**config.mk**
```make
export PLATFORM = sky130hd
export DESIGN_NAME = ram_clear_sched
export DESIGN_NICKNAME = d
export VERILOG_FILES = /design/src/rtl/ram_clear_sched.sv
export SDC_FILE = /design/constraint.sdc
export NUM_CORES = 1
export LEC_CHECK = 0
export ABC_AREA = 1
export CELL_PAD_IN_SITES_DETAIL_PLACEMENT = 1
export CELL_PAD_IN_SITES_GLOBAL_PLACEMENT = 2
export CORE_MARGIN = 4
export CORE_UTILIZATION = 31
export DETAILED_ROUTE_END_ITERATION = 16
export HOLD_SLACK_MARGIN = 0.12
export PLACE_DENSITY_LB_ADDON = 0.05
export SETUP_SLACK_MARGIN = 0.15
export SLEW_MARGIN = 20
export SYNTH_ARGS = -nofsm -noshare
export SYNTH_HDL_FRONTEND = slang
export SYNTH_SLANG_ARGS = --single-unit
```
**constraint.sdc**
```tcl
create_clock -name clk_sys -period 2 [get_ports clk_sys]
set_clock_uncertainty 0.2 [all_clocks]
set_input_delay 0.4 -clock clk_sys [delete_from_list [all_inputs] [get_ports clk_sys]]
set_output_delay 0.4 -clock clk_sys [all_outputs]
set_load 0.05 [all_outputs]
```
**src/rtl/ram_clear_sched.sv**
```systemverilog
// Zero-fill scheduler for an SDRAM and a DDR3 port: walks both address spaces,
// alternating writes round-robin, and reports done once both are cleared.
module ram_clear_sched #(
    parameter int SDR_AW  = 25,
    parameter int DDR_AW  = 29,
    parameter int SDR_GAP = 31
) (
    input  logic              clk_sys,
    input  logic              reset_n,
    input  logic              start,
    input  logic              pause,
    input  logic              sdr_busy,
    output logic              sdr_we,
    output logic [SDR_AW-1:0] sdr_addr,
    input  logic              ddr_busy,
    output logic              ddr_we,
    output logic [DDR_AW-1:0] ddr_addr,
    output logic              busy,
    output logic              done
);

    localparam logic [7:0] GAP_LOAD = 8'(SDR_GAP);

    typedef enum logic [2:0] {
        S_IDLE,
        S_SCHED,
        S_SDR_ISSUE,
        S_SDR_GAP,
        S_DDR_ISSUE,
        S_FIN
    } state_t;

    state_t            r_state,    w_state_nxt;
    logic [SDR_AW-1:0] r_sdr_addr, w_sdr_addr_nxt;
    logic [DDR_AW-1:0] r_ddr_addr, w_ddr_addr_nxt;
    logic [7:0]        r_gap,      w_gap_nxt;
    logic              r_sdr_fin,  w_sdr_fin_nxt;
    logic              r_ddr_fin,  w_ddr_fin_nxt;
    logic              r_next_ddr, w_next_ddr_nxt;

    always_ff @(posedge clk_sys or negedge reset_n) begin
        if (!reset_n) begin
            r_state    <= S_IDLE;
            r_sdr_addr <= '0;
            r_ddr_addr <= '0;
            r_gap      <= '0;
            r_sdr_fin  <= 1'b0;
            r_ddr_fin  <= 1'b0;
            r_next_ddr <= 1'b0;
        end else begin
            r_state    <= w_state_nxt;
            r_sdr_addr <= w_sdr_addr_nxt;
            r_ddr_addr <= w_ddr_addr_nxt;
            r_gap      <= w_gap_nxt;
            r_sdr_fin  <= w_sdr_fin_nxt;
            r_ddr_fin  <= w_ddr_fin_nxt;
            r_next_ddr <= w_next_ddr_nxt;
        end
    end

    always_comb begin
        w_state_nxt    = r_state;
        w_sdr_addr_nxt = r_sdr_addr;
        w_ddr_addr_nxt = r_ddr_addr;
        w_gap_nxt      = r_gap;
        w_sdr_fin_nxt  = r_sdr_fin;
        w_ddr_fin_nxt  = r_ddr_fin;
        w_next_ddr_nxt = r_next_ddr;
        sdr_we         = 1'b0;
        ddr_we         = 1'b0;
        busy           = 1'b1;
        done           = 1'b0;

        case (r_state)
            S_IDLE, S_FIN: begin
                busy = 1'b0;
                done = (r_state == S_FIN);
                if (start) begin
                    w_state_nxt    = S_SCHED;
                    w_sdr_addr_nxt = '0;
                    w_ddr_addr_nxt = '0;
                    w_sdr_fin_nxt  = 1'b0;
                    w_ddr_fin_nxt  = 1'b0;
                    w_next_ddr_nxt = 1'b0;
                end
            end
            S_SCHED: begin
                // Round-robin only matters while both channels still have work.
                if (!pause) begin
                    if (r_sdr_fin && r_ddr_fin) w_state_nxt = S_FIN;
                    else if (r_sdr_fin)         w_state_nxt = S_DDR_ISSUE;
                    else if (r_ddr_fin)         w_state_nxt = S_SDR_ISSUE;
                    else if (r_next_ddr)        w_state_nxt = S_DDR_ISSUE;
                    else                        w_state_nxt = S_SDR_ISSUE;
                end
            end
            S_SDR_ISSUE: begin
                if (!sdr_busy) begin
                    sdr_we         = 1'b1;
                    w_gap_nxt      = GAP_LOAD;
                    w_next_ddr_nxt = 1'b1;
                    w_state_nxt    = S_SDR_GAP;
                end
            end
            S_SDR_GAP: begin
                if (r_gap <= 8'd1) begin
                    w_gap_nxt   = '0;
                    w_state_nxt = S_SCHED;
                    if (&r_sdr_addr) w_sdr_fin_nxt  = 1'b1;
                    else             w_sdr_addr_nxt = r_sdr_addr + SDR_AW'(1);
                end else begin
                    w_gap_nxt = r_gap - 8'd1;
                end
            end
            S_DDR_ISSUE: begin
                ddr_we = 1'b1;
                if (!ddr_busy) begin
                    w_next_ddr_nxt = 1'b0;
                    w_state_nxt    = S_SCHED;
                    if (&r_ddr_addr) w_ddr_fin_nxt  = 1'b1;
                    else             w_ddr_addr_nxt = r_ddr_addr + DDR_AW'(1);
                end
            end
            default: w_state_nxt = S_IDLE;
        endcase
    end

    assign sdr_addr = r_sdr_addr;
    assign ddr_addr = r_ddr_addr;

endmodule

```
==> impl_metrics.py <==
metrics = {
    "status": {
        "status": "finished clean",
    },
    "die": {
        "initial_utilization": 0.321,
        "die_area_sq_um": 17300,
        "fp.dieW_um": 132,
        "io_pins": 64,
        "row_count": 44,
        "coreArea_sq_um": 14800,
        "dieHeight_um": 132,
    },
    "cells_and_area": {
        "drive_above_1_share": 0.383,
        "fin_cells": 1059,
        "n_antenna_cell": 0,
        "area_delta_synth_final_pct": 53.4,
        "n_fill_cell": 1853,
        "final_common_cell": "nand2_1",
        "final_cell_mix": "nand2_1, buf_4, nor2_1",
        "multi_input_area_sq_um": 2980,
        "num-nets-final": 880,
        "seq_area_sq_um": 1750,
        "stdcell_area_sq_um": 7260,
    },
    "synthesis": {
        "yosysUniqueCellTypes": 33,
        "netlist_area_sq_um": 4730,
        "yosysWarnings": 0,
        "seq_area_frac_synth": 0.360,
        "synth_area_per_cell_sq_um": 6.81,
        "synth-seq-cells": 68,
        "synthesis.nets": 704,
        "synthCells": 694,
    },
    "drt": {
        "num_vias": 5116,
        "drt_first_pass_iters": 4,
        "routed_wl_um": 17400,
        "drt-wirelength-per-cell_um": 16.4,
        "drc_errors": 0,
        "antenna_left": 0,
        "routed_via_density": 4.83,
        "drtIter0Drc": 210,
    },
    "setup_path": {
        "regToRegSetupSlack_ns": 0.12,
        "rr_endpoint": "ddr_addr[6]",
        "cp.required_ns": 1.40,
        "start_kind": "flop",
        "end_kind": "primary output",
        "crit_path_frequent_cell": "buf_12",
        "ff2ff_path_depth": 11,
        "cpMaxStageDelayCell": "dfrtp_1",
        "cpPeakStageDelay_ns": 0.40,
        "timing.rr.start": "ddr_addr[0]",
        "arrival_ns": 1.32,
        "path_max_fanout": 4,
        "critPathKind": "flop to primary output",
        "cp_cell_sequence": "inv_2 > nand2_4 > nor2_4 > buf_12 > buf_12",
    },
    "placed_design": {
        "gp_congestion": 0.794,
        "placed_cell_area_sq_um": 6080,
        "pre_cts_slack_ns": -0.0229,
        "io_buffer_count": 63,
        "dpl.hpwl_um": 12400,
        "placedCellCount": 990,
    },
    "clocking": {
        "numCtsBuffers": 9,
        "clock_latency_ns": 0.34,
        "clk_pin_slew_ns": 0.06,
        "cts_tree": "built",
        "cts_root_buffer": "clkbuf_16",
        "cts_max_level": 3,
        "cts_max_path_buffers": 2,
        "cts.sinks": 68,
    },
    "global_routing": {
        "grt_pass1_wl_um": 28400,
        "grt_max_degree": 69,
        "overflow": 0,
        "antenna_found_initial": 0,
        "track_usage": 0.202,
        "grt_pass1_vias": 5491,
    },
    "job": {
        "maxCapViolations": 0,
    },
    "power_and_ir_drop": {
        "report.power.total_w": 0.00804,
        "irDropWorstVdd_uv": 543,
        "leakage_nw": 3.27,
        "powerDensity_nw_per_um2": 1110,
    },
    "timing": {
        "hold_viol": 0,
        "drv_slew": 0,
        "rsz0062_at_grt": "true",
        "whs_ns": 0.283,
        "maxSlewHeadroom": 0.728,
        "fin_crit_ns": 1.92,
        "worstMarginPinSlew_ns": 0.409,
        "fmax_mhz": 521,
        "finalCritPeriodShare": 0.960,
        "setup-violations-final": 0,
        "fin_ws_ns": 0.0802,
    },
    "hold_path": {
        "hold_path.class": "flop to flop",
        "hold_start": "r_next_ddr",
        "holdPathEnd": "r_next_ddr",
        "hold_depth": 2,
    },
}
## routing by layer
layer	vias to the layer above	global-route usage	share of wire
met4	0	0.0490	0.016
met2	63	0.379	0.54
li1	2557	-	-
met3	14	0.0447	0.027
met1	2482	0.234	0.42
met5	-	0	0
## layout make-up
type / count / area share
Inverter: 67 / 0.0347
Multi-Input combinational cell: 545 / 0.410
Tap cell: 184 / 0.0317
Clock buffer: 10 / 0.0316
Clock inverter: 6 / 0.0157
Timing Repair Buffer: 179 / 0.235
Sequential cell: 68 / 0.241
## worst max path at each step
stage                     start           end  slack, ns  cells after the start
global route         r_state[0]        ddr_we       0.01                      5
CTS                  r_state[0]        ddr_we       0.04                      5
detailed placement        start   sdr_addr[6]      -0.02                      9
finish               r_state[0]        ddr_we       0.08                      5
floorplan           sdr_addr[0]  sdr_addr[18]      -0.02                     10
global placement          start   sdr_addr[9]      -0.02                      9
## cell usage after synthesis
master,count,share of area
buf_4,1,0.0016
dfrtp_1,68,0.36
nand2_8,1,0.0042
nor3_1,2,0.0021
buf_8,1,0.0032
nand3_1,81,0.086
nand2_4,2,0.0048
ha_1,4,0.011
o21ai_1,14,0.015
and2_1,1,0.0013
o21ai_0,30,0.032
nand4_4,1,0.0045
nor2_4,8,0.019
inv_1,65,0.052
o21bai_1,10,0.016
o22ai_1,1,0.0013
a21oi_1,8,0.0085
buf_2,1,0.0011
inv_2,2,0.0016
clkbuf_1,4,0.0032
nand4_2,1,0.0026
xor2_1,13,0.024
or2_2,7,0.0093
nand4_1,5,0.0066
nand2_2,6,0.0079
nand2_1,237,0.19
nor2_8,1,0.0042
o21ai_2,16,0.030
nor2_1,92,0.073
nand3b_1,1,0.0016
xnor2_1,2,0.0037
buf_6,6,0.014
buf_12,2,0.0085
## report_power, final
group	leakage, nW	internal (W)	total [W]	switching (W)
registers	0.868	0.00153	0.00170	0.000174
logic	2.24	0.00207	0.00443	0.00237
clock network	0.159	0.00122	0.00191	0.000685
total	3.27	0.00481	0.00804	0.00322
## metrics by stage
| stage | TNS [ns] | utilization |
|---|---|---|
| finish | 0 | 0.492 |
| global route | 0 | 0.492 |
| CTS | 0 | 0.467 |
| detailed placement | -0.174 | 0.412 |
| global placement | -0.167 | 0.412 |
| floorplan | -0.253 | - |
## critical path, delay by kind of cell, from the launching register on
family / cells / cell delay [ns]
buffers and inverters: 3 / 0.39
AND/OR/NAND/NOR: 2 / 0.19
flip-flops: 1 / 0.40
## logic make-up after synthesis
logic type | count (synthesis) | synth area share
flops | 68 | 0.360
compound gates | 79 | 0.102
fa+ha+maj | 4 | 0.0106
buf+inv | 82 | 0.0849
simple gates | 446 | 0.415
xor+xnor | 15 | 0.0278
## state kept, by name (all words and copies together) (netlist names)
signal,cells
r_sdr_fin,1
ddr_addr,29
r_state,3
r_next_ddr,1
sdr_addr,25
r_ddr_fin,1
r_gap,8
## repair_timing
action,CTS,global route
cloned,3,2
gates resized for setup,40,72
hold buffers,1,0
pin swaps,12,16
setup endpoints to repair,63,71
hold endpoints to repair,68,0
setup buffers,34,13
Note: power is estimated with default switching activity, not from simulation.
